===== src/rtl/ram_march_tester_if.sv =====
// RAM-side bus of the march tester: address, write data, strobes, read data.
// The tester owns the address/data/strobes; the RAM returns data_outbit.
interface ram_march_tester_if #(
   parameter int DATA_WIDTH     = 8,
   parameter int ADDR_BUS_WIDTH = 4
);
   logic [ADDR_BUS_WIDTH-1:0] address_loc;
   logic [DATA_WIDTH-1:0]     data_inbit;
   logic                      write_en;
   logic                      read_en;
   logic [DATA_WIDTH-1:0]     data_outbit;

   modport master (
      output address_loc,
      output data_inbit,
      output write_en,
      output read_en,
      input  data_outbit
   );

   modport slave (
      input  address_loc,
      input  data_inbit,
      input  write_en,
      input  read_en,
      output data_outbit
   );
endinterface


===== src/rtl/ram_march_tester.sv =====
// March C- style RAM tester.
// Runs M0 up w(P); M1 up r(P) w(~P); M2 up r(~P) w(P); M3 down r(P) w(~P);
// M4 down r(~P) w(P); M5 down r(P) over the DEPTH = 2**ADDR_BUS_WIDTH words
// and stops on the first mismatching read.
//
// RAM bus protocol: one operation per strobe cycle. write_en=1 stores
// data_inbit at address_loc in that cycle. read_en=1 in cycle N requests the
// word at address_loc; data_outbit holds it during cycle N+READ_LATENCY and is
// compared at the end of that cycle. The tester never raises both strobes and
// issues nothing between a read and its compare.
//
// Every output comes straight from a register: the combinational process
// computes next-cycle values, the sequential process stores them.
module ram_march_tester #(
   parameter int DATA_WIDTH     = 8,
   parameter int ADDR_BUS_WIDTH = 4,
   parameter int READ_LATENCY   = 1
) (
   input  logic                      clk,
   input  logic                      rst,
   input  logic                      start,
   input  logic [DATA_WIDTH-1:0]     pattern,
   output logic                      busy,
   output logic                      done,
   output logic                      pass,
   output logic                      fail,
   output logic [ADDR_BUS_WIDTH-1:0] fail_addr,
   output logic [DATA_WIDTH-1:0]     fail_data,
   output logic [DATA_WIDTH-1:0]     fail_expected,
   output logic [2:0]                fail_element,
   output logic [2:0]                state_dbg,
   ram_march_tester_if.master        ram
);

   typedef enum logic [2:0] {
      IDLE  = 3'd0,
      WRITE = 3'd1,
      READ  = 3'd2,
      WAIT  = 3'd3,
      CHECK = 3'd4,
      DONE  = 3'd5
   } state_t;

   localparam logic [ADDR_BUS_WIDTH-1:0] LAST_ADDR = {ADDR_BUS_WIDTH{1'b1}};
   localparam logic [ADDR_BUS_WIDTH-1:0] ADDR_ONE  = ADDR_BUS_WIDTH'(1);
   // Extra WAIT cycles between READ and CHECK are READ_LATENCY-1; the counter
   // is loaded with that number minus one and CHECK follows when it hits zero.
   localparam logic [1:0] WAIT_LOAD = 2'((READ_LATENCY >= 2) ? (READ_LATENCY - 2) : 0);
   localparam logic [2:0] LAST_ELEM = 3'd5;

   // Current-cycle registers
   state_t                    state_q;
   logic [2:0]                elem_q;
   logic [DATA_WIDTH-1:0]     pat_q;
   logic [1:0]                wait_q;
   logic [ADDR_BUS_WIDTH-1:0] addr_q;
   logic [DATA_WIDTH-1:0]     din_q;
   logic                      we_q;
   logic                      re_q;

   // Next-cycle values
   state_t                    state_d;
   logic [2:0]                elem_d;
   logic [DATA_WIDTH-1:0]     pat_d;
   logic [1:0]                wait_d;
   logic [ADDR_BUS_WIDTH-1:0] addr_d;
   logic [DATA_WIDTH-1:0]     din_d;
   logic                      we_d;
   logic                      re_d;
   logic                      busy_d;
   logic                      done_d;
   logic                      pass_d;
   logic                      fail_d;
   logic [ADDR_BUS_WIDTH-1:0] fail_addr_d;
   logic [DATA_WIDTH-1:0]     fail_data_d;
   logic [DATA_WIDTH-1:0]     fail_expected_d;
   logic [2:0]                fail_element_d;

   // Element-derived helpers
   logic [DATA_WIDTH-1:0]     exp_rd;
   logic [DATA_WIDTH-1:0]     wr_val;
   logic                      going_down;
   logic                      at_last;
   logic [ADDR_BUS_WIDTH-1:0] addr_step;
   logic [2:0]                elem_inc;
   logic [ADDR_BUS_WIDTH-1:0] first_addr;

   assign ram.address_loc = addr_q;
   assign ram.data_inbit  = din_q;
   assign ram.write_en    = we_q;
   assign ram.read_en     = re_q;
   assign state_dbg       = state_q;

   // Odd elements read P and write ~P; even elements read ~P and write P.
   // Elements 3..5 walk downward; the address only wraps between elements.
   always_comb begin
      exp_rd     = elem_q[0] ? pat_q : ~pat_q;
      wr_val     = elem_q[0] ? ~pat_q : pat_q;
      going_down = (elem_q >= 3'd3);
      at_last    = going_down ? (addr_q == '0) : (addr_q == LAST_ADDR);
      addr_step  = going_down ? (addr_q - ADDR_ONE) : (addr_q + ADDR_ONE);
      elem_inc   = elem_q + 3'd1;
      first_addr = (elem_inc >= 3'd3) ? LAST_ADDR : '0;
   end

   // Next-state and next-output logic; strobes default low every cycle.
   always_comb begin
      state_d         = state_q;
      elem_d          = elem_q;
      pat_d           = pat_q;
      wait_d          = wait_q;
      addr_d          = addr_q;
      din_d           = din_q;
      we_d            = 1'b0;
      re_d            = 1'b0;
      busy_d          = busy;
      done_d          = done;
      pass_d          = pass;
      fail_d          = fail;
      fail_addr_d     = fail_addr;
      fail_data_d     = fail_data;
      fail_expected_d = fail_expected;
      fail_element_d  = fail_element;

      case (state_q)
         IDLE, DONE: begin
            if (start) begin
               state_d         = WRITE;
               elem_d          = 3'd0;
               pat_d           = pattern;
               addr_d          = '0;
               din_d           = pattern;
               we_d            = 1'b1;
               busy_d          = 1'b1;
               done_d          = 1'b0;
               pass_d          = 1'b0;
               fail_d          = 1'b0;
               fail_addr_d     = '0;
               fail_data_d     = '0;
               fail_expected_d = '0;
               fail_element_d  = 3'd0;
            end
         end

         WRITE: begin
            if (at_last) begin
               // Element finished: next element always begins with a read.
               elem_d  = elem_inc;
               addr_d  = first_addr;
               state_d = READ;
               re_d    = 1'b1;
            end else begin
               addr_d = addr_step;
               if (elem_q == 3'd0) begin
                  state_d = WRITE;
                  we_d    = 1'b1;
                  din_d   = wr_val;
               end else begin
                  state_d = READ;
                  re_d    = 1'b1;
               end
            end
         end

         READ: begin
            wait_d = WAIT_LOAD;
            if (READ_LATENCY == 1) begin
               state_d = CHECK;
            end else begin
               state_d = WAIT;
            end
         end

         WAIT: begin
            if (wait_q == 2'd0) begin
               state_d = CHECK;
            end else begin
               wait_d = wait_q - 2'd1;
            end
         end

         CHECK: begin
            if (ram.data_outbit != exp_rd) begin
               state_d         = DONE;
               busy_d          = 1'b0;
               done_d          = 1'b1;
               pass_d          = 1'b0;
               fail_d          = 1'b1;
               fail_addr_d     = addr_q;
               fail_data_d     = ram.data_outbit;
               fail_expected_d = exp_rd;
               fail_element_d  = elem_q;
            end else if (elem_q != LAST_ELEM) begin
               // Read-then-write element: write the complement at the same address.
               state_d = WRITE;
               we_d    = 1'b1;
               din_d   = wr_val;
            end else if (at_last) begin
               state_d = DONE;
               busy_d  = 1'b0;
               done_d  = 1'b1;
               pass_d  = 1'b1;
            end else begin
               addr_d  = addr_step;
               state_d = READ;
               re_d    = 1'b1;
            end
         end

         default: begin
            state_d = IDLE;
            busy_d  = 1'b0;
         end
      endcase
   end

   // State and output registers; reset clears everything at once.
   always_ff @(posedge clk or posedge rst) begin
      if (rst) begin
         state_q       <= IDLE;
         elem_q        <= 3'd0;
         pat_q         <= '0;
         wait_q        <= 2'd0;
         addr_q        <= '0;
         din_q         <= '0;
         we_q          <= 1'b0;
         re_q          <= 1'b0;
         busy          <= 1'b0;
         done          <= 1'b0;
         pass          <= 1'b0;
         fail          <= 1'b0;
         fail_addr     <= '0;
         fail_data     <= '0;
         fail_expected <= '0;
         fail_element  <= 3'd0;
      end else begin
         state_q       <= state_d;
         elem_q        <= elem_d;
         pat_q         <= pat_d;
         wait_q        <= wait_d;
         addr_q        <= addr_d;
         din_q         <= din_d;
         we_q          <= we_d;
         re_q          <= re_d;
         busy          <= busy_d;
         done          <= done_d;
         pass          <= pass_d;
         fail          <= fail_d;
         fail_addr     <= fail_addr_d;
         fail_data     <= fail_data_d;
         fail_expected <= fail_expected_d;
         fail_element  <= fail_element_d;
      end
   end

endmodule

===== src/flat_wrapper.sv =====
// flat-port wrapper written by rule: the top's interface ports become plain ports
module ram_march_tester_flat 
#(
   parameter int DATA_WIDTH     = 8,
   parameter int ADDR_BUS_WIDTH = 4,
   parameter int READ_LATENCY   = 1
)
  (clk, rst, start, pattern, busy, done, pass, fail, fail_addr, fail_data, fail_expected, fail_element, state_dbg, ram_address_loc, ram_data_inbit, ram_write_en, ram_read_en, ram_data_outbit);
  ram_march_tester_if #(.DATA_WIDTH(DATA_WIDTH), .ADDR_BUS_WIDTH(ADDR_BUS_WIDTH)) ram_i ();
  input  logic clk;
  input  logic rst;
  input  logic start;
  input  logic [DATA_WIDTH-1:0] pattern;
  output logic busy;
  output logic done;
  output logic pass;
  output logic fail;
  output logic [ADDR_BUS_WIDTH-1:0] fail_addr;
  output logic [DATA_WIDTH-1:0] fail_data;
  output logic [DATA_WIDTH-1:0] fail_expected;
  output logic [2:0] fail_element;
  output logic [2:0] state_dbg;
  output wire logic [$bits(ram_i.address_loc)-1:0] ram_address_loc;
  output wire logic [$bits(ram_i.data_inbit)-1:0] ram_data_inbit;
  output wire logic [$bits(ram_i.write_en)-1:0] ram_write_en;
  output wire logic [$bits(ram_i.read_en)-1:0] ram_read_en;
  input wire logic [$bits(ram_i.data_outbit)-1:0] ram_data_outbit;
  assign ram_address_loc = ram_i.address_loc;
  assign ram_data_inbit = ram_i.data_inbit;
  assign ram_write_en = ram_i.write_en;
  assign ram_read_en = ram_i.read_en;
  assign ram_i.data_outbit = ram_data_outbit;
  ram_march_tester #(.DATA_WIDTH(DATA_WIDTH), .ADDR_BUS_WIDTH(ADDR_BUS_WIDTH), .READ_LATENCY(READ_LATENCY)) u_core (.clk(clk), .rst(rst), .start(start), .pattern(pattern), .busy(busy), .done(done), .pass(pass), .fail(fail), .fail_addr(fail_addr), .fail_data(fail_data), .fail_expected(fail_expected), .fail_element(fail_element), .state_dbg(state_dbg), .ram(ram_i));
endmodule

===== config.mk =====
export PLATFORM = sky130hd
export DESIGN_NAME = ram_march_tester_flat
export DESIGN_NICKNAME = d
export VERILOG_FILES = /design/src/rtl/ram_march_tester_if.sv /design/src/rtl/ram_march_tester.sv /design/src/flat_wrapper.sv
export SDC_FILE = /design/constraint.sdc
export NUM_CORES = 1
export LEC_CHECK = 0
export ABC_CLOCK_PERIOD_IN_PS = 2640
export CAP_MARGIN = 20
export CORE_ASPECT_RATIO = 1.1
export CORE_MARGIN = 2
export CORE_UTILIZATION = 50
export CTS_CLUSTER_SIZE = 24
export DETAILED_ROUTE_END_ITERATION = 8
export GPL_ROUTABILITY_DRIVEN = 0
export PLACE_DENSITY = 0.84
export SYNTH_ARGS = -nofsm -noshare
export SYNTH_HDL_FRONTEND = slang
export SYNTH_SLANG_ARGS = --single-unit

===== constraint.sdc =====
create_clock -name clk -period 2.64 [get_ports clk]
set_input_delay 0.792 -clock clk [delete_from_list [all_inputs] [get_ports clk]]
set_output_delay 0.792 -clock clk [all_outputs]
set_load 0.05 [all_outputs]

==> flow_summary.ini, run 1 <==
[sta]
setup_viol = 0
slew_violations = 0
min_period_ns = 2.58
timing.final.crit_share = 0.979
layout_setup_ws_ns = 0.0563
hold_slack_ns = 0.475
hold_violations = 0
fin_skew_ns = 0.0118
rsz0062_at_grt = no
slew_headroom = 0.638
timing.fmax_ghz = 0.387
tightest_slew_ns = 0.538

[cells_and_area]
fillers = 409
layout-drive-gt1-share = 0.165
final_area_sq_mm = 0.00398
n_antenna_cell = 0
mostFrequentLayoutCell = clkdlybuf4s50_1
nets = 404
layout_common_cells = clkdlybuf4s50_1 (62), nand2_1 (58), dfrtp_1 (57)
syn_to_final_growth_pct = 33.7

[hold_path]
hp-start = u_core.done
hold_end = u_core.done
worst_hold_path_type = reg -> reg
whs_path_depth = 1

[power]
peakVddDrop_uv = 772
powerDensity_mw_per_mm2 = 1410
pwr-share-seq = 0.266
swShare = 0.458
p_switching_uw = 2560
power_leakage_uw = 0.00174
p_clk_frac = 0.126
p_int_uw = 3030
pwr-share-comb = 0.608

[clock_tree]
path_clk_slew_ns = 0.06
htreeDepth = 3
cts_buffers = 9
postCtsSetupBuffers = 0
holdBufCountCts = 0
clkSinkCount = 57
worstSkewPairLatency_ns = 0.34
clock-root-buffer = clkbuf_8
cts_buffer_depth = 2
cts_tree = done

[setup_path]
path_max_fanout = 9
cp-start-kind = input pin
cp_top_family = buffers and inverters
r2r_cells = 10
cp-end-kind = flip-flop
slowest_stage = clkdlybuf4s50_1
critical_path_class = in -> reg
reg2reg_setup_slack_ns = 0.21
cp.buffers_inverters = 3
rr_endpoint = u_core.ram.address_loc[3]
required_ns = 2.86
r2r-start = u_core.elem_q[1]
arrival_ns = 2.81
critPathMaxStageDelay_ns = 0.47
path_cells = clkdlybuf4s50_1, xnor2_1, nand2_1, nor4_2, buf_4, o21ai_1, a21oi_4, buf_12, mux2_4

[global_route]
grt-ovfl-total = 0
grt_pass1_wl_um = 11300
grt_max_degree = 58
grt_pass1_vias = 2356
grt_usage = 0.222
antenna_found_initial = 0

[detailed_routing]
drc = 0
antenna_left = 0
avgViaCountPerCell = 5.27
wl_per_cell_um = 14.5
vias = 2413
drtIter0Drc = 159
drt-total-wl_um = 6630
first_pass_iters = 4

[floorplan]
coreArea_sq_mm = 0.00577
initial_core_util = 0.516
num_rows = 29
die_y_um = 84.9
die_x_um = 77.6
die_area_sq_mm = 0.00658
num_io_pins = 63

[synthesis]
asyncSetResetFlopFracSynth = 1.00
syn_inst = 300
synth_top_flop_cell = dfrtp_1
ys_warn_count = 0
syn_nets = 328
avgSynthCellArea_sq_um = 9.92
synth_area_sq_mm = 0.00298
ys_seq_elements = 57
synth_cell_type_count = 49
synth_edf_count = 0
yosysSeqAreaShare = 0.479

[run]
drv_cap = 0

[place]
placed_cell_area_sq_mm = 0.00380
post-place-ws_ns = -0.265
dpl.hpwl_um = 4810
port_buffers = 62

[run_status]
outcome = finished, final reports clean
==> worst max path at each step <==
stage | end | depth (start not counted) | start | slack [ns]
floorplan | u_core.ram.data_inbit[0] | 6 | ram_data_outbit[0] | 0.23
global placement | u_core.ram.data_inbit[5] | 8 | ram_data_outbit[4] | -0.20
detailed placement | u_core.ram.data_inbit[3] | 9 | ram_data_outbit[0] | -0.27
CTS | u_core.ram.data_inbit[6] | 9 | ram_data_outbit[1] | 0.07
global route | u_core.ram.data_inbit[2] | 9 | ram_data_outbit[1] | 0.002
finish | u_core.ram.data_inbit[6] | 9 | ram_data_outbit[1] | 0.06
==> layer usage <==
| layer | GRT usage | up-vias | share of wire | wire (um) |
|---|---|---|---|---|
| met1 | 0.312 | 1162 | 0.48 | 3190 |
| met4 | 0.0925 | 0 | 0.020 | 133 |
| met3 | 0.0511 | 11 | 0.041 | 274 |
| li1 | - | 1175 | - | - |
| met2 | 0.333 | 65 | 0.46 | 3030 |
| met5 | 0 | - | 0 | 0 |
==> registers in the layout (all words and copies together) (netlist names) <==
| signal | flops |
|---|---|
| u_core.busy | 1 |
| u_core.done | 1 |
| u_core.elem_q | 3 |
| u_core.fail | 1 |
| u_core.fail_addr | 4 |
| u_core.fail_data | 8 |
| u_core.fail_element | 3 |
| u_core.fail_expected | 8 |
| u_core.pass | 1 |
| u_core.pat_q | 8 |
| u_core.ram.address_loc | 4 |
| u_core.ram.data_inbit | 8 |
| u_core.ram.read_en | 1 |
| u_core.ram.write_en | 1 |
| u_core.state_dbg | 3 |
| u_core.wait_q | 2 |
==> power groups by stage <==
| stage | Clock [uW] | Combinational (uW) | Sequential (uW) |
|---|---|---|---|
| 2_1_floorplan | 0 | 1630 | 2290 |
| 3_3_place_gp | 0 | 3330 | 1490 |
| 3_5_place_dp | 0 | 3410 | 1500 |
| 4_1_cts | 717 | 3410 | 1490 |
| 5_1_grt | 765 | 3650 | 1530 |
| 6_report | 704 | 3400 | 1490 |
==> metrics by stage <==
stage	cells	setup TNS [ns]	power [uW]	util
after floorplan	300	0	3910	-
after global placement	442	-2.61	4830	0.659
after detailed placement	442	-3.83	4910	0.659
after CTS	458	0	5620	0.688
after global routing	458	0	5950	0.690
final	458	0	5590	0.690
==> cell type report <==
cell class              instances  area (sq um)  area share
repair buffers                 80           793       0.199
clock inverters                 7          46.3      0.0116
multi-input cells             215          1440       0.363
well taps                      77          96.3      0.0242
flip-flops and latches         57          1430       0.358
clock buffers                   9           124      0.0311
inverters                      13          48.8      0.0123
==> kinds of logic (layout without fill, tap and decap cells) <==
logic type               Yosys count  count (layout)  share of synthesized area
AO/OA/AOI/OAI                     66              66                      0.141
XOR/XNOR                          19              19                     0.0559
adder cells (fa/ha/maj)            9               9                     0.0404
buffers and inverters             28             109                     0.0399
flip-flops                        57              57                      0.479
multiplexers                      20              20                     0.0892
AND/OR/NAND/NOR                  101             101                      0.154
==> cell usage after synthesis (3+ instances only) <==
cell / number / area (sq um)
xor2_1: 3 / 26.3
nand2_1: 58 / 218
ha_1: 8 / 100
clkbuf_1: 8 / 30.0
nor2_1: 20 / 75.1
mux2_4: 8 / 120
inv_1: 13 / 48.8
o21ai_0: 22 / 110
nor2b_1: 3 / 18.8
o21ai_1: 8 / 40.0
nand2b_1: 3 / 18.8
buf_2: 5 / 25.0
a21oi_1: 16 / 80.1
xnor2_1: 16 / 140
dfrtp_1: 57 / 1430
mux2_2: 10 / 113
a21o_1: 4 / 30.0
==> repair_timing <==
item,4_1_cts,5_1_grt
endpoints found under the setup margin,0,9
resized for setup,0,2
endpoints found under the hold margin,0,0
(Power assumes the default switching activity.)
==> run 2: changes to the inputs <==
Settings changed: SETUP_SLACK_MARGIN from default to 0.1.
==> flow_summary.ini, run 2 (synthesis gave the netlist of run 1 again) <==
[global_route]
met1_usage = 0.312
antenna_found_initial = 0
grt-ovfl-total = 0
busiest_layer = met2
gr-usage-met3 = 0.0511
grt_pass1_vias = 2358
use_met2 = 0.334
grt_usage = 0.222
grt_max_degree = 58
grt_pass1_wl_um = 11300

[clock_tree]
cts_tree = done
worstSkewPairLatency_ns = 0.34
cts_buffers = 9
clock-root-buffer = clkbuf_8
clkSinkCount = 57
holdBufCountCts = 0
cts_buffer_depth = 2
path_clk_slew_ns = 0.06
htreeDepth = 3

[sta]
tightest_slew_ns = 0.541
setup_viol = 0
layout_setup_ws_ns = 0.162
setup_tns_ns = 0
rsz0062_at_grt = no
timing.fmax_ghz = 0.404
slew_violations = 0
fin_skew_ns = 0.0117
timing.final.crit_share = 0.939
min_period_ns = 2.48
hold_violations = 0
slew_headroom = 0.636

[place]
post-place-ws_ns = -0.265
placed_cell_area_sq_mm = 0.00380
dp_cells = 442
port_buffers = 62
dpl.hpwl_um = 4810

[setup_path]
startpoint = ram_data_outbit[6]
arrival_ns = 2.70
r2r_cells = 10
cp-start-kind = input pin
cp.buffers_inverters = 2
rr_endpoint = u_core.ram.address_loc[3]
critPathMaxStageDelay_ns = 0.46
cp_num_cells = 7
slowest_stage = clkdlybuf4s50_1
path_cells = clkdlybuf4s50_1, xor2_1, nor4_2, buf_4, o21ai_1, a21boi_1, mux2_2
r2r-start = u_core.elem_q[1]
path_max_fanout = 4
crit_path_end = u_core.ram.address_loc[0]
required_ns = 2.86
reg2reg_setup_slack_ns = 0.27
critical_path_class = in -> reg
cp-end-kind = flip-flop
cp_top_family = buffers and inverters

[floorplan]
die_x_um = 77.6
num_io_pins = 63
die_area_sq_mm = 0.00658
initial_core_util = 0.516
die_y_um = 84.9
num_rows = 29
coreArea_sq_mm = 0.00577

[cells_and_area]
mostFrequentLayoutCell = nand2_1
final_area_sq_mm = 0.00406
n_antenna_cell = 0
layout_common_cells = nand2_1 (58), dfrtp_1 (56), clkdlybuf4s50_1 (54)
regArea_sq_mm = 0.00143
nets = 404
syn_to_final_growth_pct = 36.5
fillers = 385
layout-drive-gt1-share = 0.192
multi_input_comb_area_sq_mm = 0.00150
fin_cells = 458

[detailed_routing]
vias = 2417
antenna_left = 0
wl_per_cell_um = 14.8
first_pass_iters = 4
drc = 0
drt-total-wl_um = 6760
avgViaCountPerCell = 5.28
drtIter0Drc = 163

[power]
peakVddDrop_uv = 806
total_power_uw = 5670
powerDensity_mw_per_mm2 = 1400
power_leakage_uw = 0.00186

[run_status]
outcome = finished, final reports clean

[run]
drv_cap = 0

[hold_path]
worst_hold_path_type = reg -> reg
[run 2: cell count changes in the layout (fill, tap and decap cells not counted), sizes merged]
cell and delta:
clkdlybuf4s50 -8, dlymetal6s2s +8
[run 2: how the worst min path moves through the flow]
stage	start	cells past startpoint	end	slack, ns
after global routing	u_core.fail	1	u_core.fail	0.52
after CTS	u_core.done	1	u_core.done	0.48
after floorplan	u_core.wait_q[0]	1	u_core.wait_q[0]	0.45
after detailed placement	u_core.done	1	u_core.done	0.47
final	u_core.done	1	u_core.done	0.48
after global placement	u_core.fail	1	u_core.fail	0.46
[run 2: power breakdown]
part / switching, uW / internal (uW) / leakage [uW]
clock: 365 / 337 / 0.0000814
sequential: 293 / 1220 / 0.000733
combinational: 1940 / 1510 / 0.00104
[run 2: layout make-up]
class                   instances  area share
inverters                      13      0.0120
clock inverters                 7      0.0114
flip-flops and latches         57       0.352
multi-input cells             215       0.370
clock buffers                   9      0.0305
repair buffers                 80       0.201
well taps                      77      0.0237
[run 2: metrics by stage]
step            util  hold slack, ns
6_report       0.704           0.476
3_5_place_dp   0.659           0.465
3_3_place_gp   0.659           0.460
5_1_grt        0.704           0.520
2_1_floorplan      -           0.451
4_1_cts        0.689           0.480
[run 2: per-layer routing]
metal | vias to the layer above | share of wire
met3 | 9 | 0.042
met4 | 0 | 0.016
met5 | - | 0
met2 | 68 | 0.47
met1 | 1166 | 0.47
li1 | 1174 | -
[run 2: timing repair]
action                                  CTS  global route
pin swaps                                 0             8
endpoints found under the setup margin    8            15
resized for setup                         1            21
setup buffers                             0             0
[run 2: worst reg2reg max path, cell delays in order (launching register included)]
cell     delay (ns)
dfrtp_2        0.45
ha_1           0.20
ha_1           0.19
a211o_4        0.32
ha_1           0.29
a21o_1         0.19
a21oi_2        0.14
xnor2_1        0.15
o21ai_0        0.10
a21oi_1        0.13
o22ai_1        0.09
==> run 3: changes to the inputs <==
Settings changed: ABC_AREA from default to 1, PLACE_DENSITY 0.84 to 0.83.
==> flow_summary.ini, run 3 <==
[run_status]
outcome = finished, final reports clean

[detailed_routing]
drc = 0
first_pass_iters = 4
vias = 2980
wl_per_cell_um = 12.3
drt-total-wl_um = 7160
antenna_left = 0
drtIter0Drc = 264
avgViaCountPerCell = 5.11

[cells_and_area]
layout_common_cells = nand2_1 (179), clkdlybuf4s50_1 (61), dfrtp_1 (57)
nets = 526
multi_input_comb_area_sq_mm = 0.00147
n_antenna_cell = 0
regArea_sq_mm = 0.00143
syn_to_final_growth_pct = 29.8
fillers = 550
utilization = 0.666
mostFrequentLayoutCell = nand2_1
layout-drive-gt1-share = 0.0676

[global_route]
grt_usage = 0.224
grt_max_degree = 58
grt-ovfl-total = 0
antenna_found_initial = 0
grt_pass1_wl_um = 12200
grt_pass1_vias = 2744

[sta]
setup_tns_ns = 0
hold_violations = 0
slew_violations = 0
min_period_ns = 2.45
timing.fmax_ghz = 0.407
slew_headroom = 0.649
rsz0062_at_grt = no
setup_viol = 0
fin_skew_ns = 0.00901
tightest_slew_ns = 0.524
timing.final.crit_share = 0.930

[synthesis]
ys_top_cells_by_count = nand2_1 (179), dfrtp_1 (57), nand3_1 (56)
ys_warn_count = 0
yosysSeqAreaShare = 0.452
syn_inst = 430
yosys-top-cells-area = dfrtp_1 (45%), nand2_1 (21%), nand3_1 (8.9%), inv_1 (5.8%), o21ai_0 (3.5%)
synth_top_area_frac = 0.452
avgSynthCellArea_sq_um = 7.34
ys_seq_elements = 57
synth_top_flop_cell = dfrtp_1
syn_nets = 458
synth_edf_count = 0
synth_top_area_cell = dfrtp_1
synth_cell_type_count = 26
synth_area_sq_mm = 0.00316
asyncSetResetFlopFracSynth = 1.00
yosysMostFrequentCell = nand2_1

[clock_tree]
path_clk_slew_ns = 0.06
postCtsSetupBuffers = 0
clock-root-buffer = clkbuf_8
cts_buffers = 9
worstSkewPairLatency_ns = 0.34
cts_buffer_depth = 2
htreeDepth = 3
clkSinkCount = 57
cts_tree = done

[setup_path]
path_cells = clkdlybuf4s50_1
required_ns = 1.85
critical_path_class = reg -> out
arrival_ns = 1.66
cp.buffers_inverters = 1
slowest_stage = clkdlybuf4s50_1
cp_top_family = buffers and inverters
critPathMaxStageDelay_ns = 0.85
reg2reg_setup_slack_ns = 0.40
r2r-start = u_core.elem_q[0]
r2r_cells = 13
rr_endpoint = u_core.fail_expected[7]
path_max_fanout = 7
cp-end-kind = output port
cp-start-kind = flip-flop

[floorplan]
die_area_sq_mm = 0.00697
num_io_pins = 63
initial_core_util = 0.513
num_rows = 30
coreArea_sq_mm = 0.00616
die_y_um = 87.4
die_x_um = 79.8

[place]
dpl.hpwl_um = 5270
port_buffers = 62

[hold_path]
hp-start = u_core.fail_element[2]
hold_end = u_core.fail_element[2]
whs_path_depth = 2
worst_hold_path_type = reg -> reg

[power]
peakVddDrop_uv = 767
power_leakage_uw = 0.00220
powerDensity_mw_per_mm2 = 1300

[run]
drv_cap = 0
## run 3: changes by cell type after synthesis, moves of 10 or more
cell     before  now
xnor2_1      16    0
nand3_1       1   56
inv_1        13   49
nand2_1      58  179
nand4_1       1   13
a21oi_1      16    4
mux2_2       10    0
## run 3: power by group
part / switching [uW] / total (uW) / internal, uW / leakage, uW
Clock: 339 / 864 / 526 / 0.000106
Sequential: 245 / 1440 / 1190 / 0.000749
Combinational: 2060 / 3040 / 982 / 0.00134
Total: 2640 / 5340 / 2700 / 0.00220
## run 3: cell type report
class                      instances  area share
multi-input combinational        311       0.359
clock inverter                     6      0.0202
timing repair buffer              69       0.171
inverter                          50      0.0458
tap                               80      0.0244
clock buffer                      10      0.0311
sequential                        57       0.348
## run 3: worst max path at each step
stage / end / cells past startpoint / startpoint
final: ram_address_loc[1] / 1 / u_core.ram.address_loc[1]
after global routing: ram_address_loc[1] / 1 / u_core.ram.address_loc[1]
after CTS: ram_address_loc[0] / 1 / u_core.ram.address_loc[0]
after detailed placement: u_core.ram.data_inbit[3] / 9 / ram_data_outbit[1]
after global placement: u_core.ram.data_inbit[6] / 9 / ram_data_outbit[1]
after floorplan: u_core.busy / 1 / rst
## run 3: cell families (layout without fill, tap and decap cells)
group,Yosys count,count (layout),synth area share
flops,57,57,0.452
fa+ha+maj,9,9,0.0380
compound gates,29,29,0.0507
xor+xnor,1,1,0.00277
buf+inv,62,135,0.0820
simple gates,272,272,0.375
## run 3: timing repair
item,in CTS,in global routing
hold buffers,0,0
setup endpoints to repair,0,1
resized for setup,0,1
## run 3: metal layers
| metal | global-route usage | part of all wire |
|---|---|---|
| met5 | 0 | 0 |
| met4 | 0.0940 | 0.020 |
| met3 | 0.0488 | 0.052 |
| met2 | 0.348 | 0.46 |
| met1 | 0.304 | 0.47 |
## run 3: metrics by stage
step	instances	area [sq um]	setup WS [ns]	hold slack [ns]	power, uW
6_report	583	4100	0.185	0.473	5340
5_1_grt	583	4100	0.131	0.487	5750
4_1_cts	583	4100	0.107	0.474	5360
3_5_place_dp	567	3880	0.107	0.459	4460
3_3_place_gp	567	3880	0.179	0.456	4400
2_1_floorplan	430	3160	0.448	0.475	3610
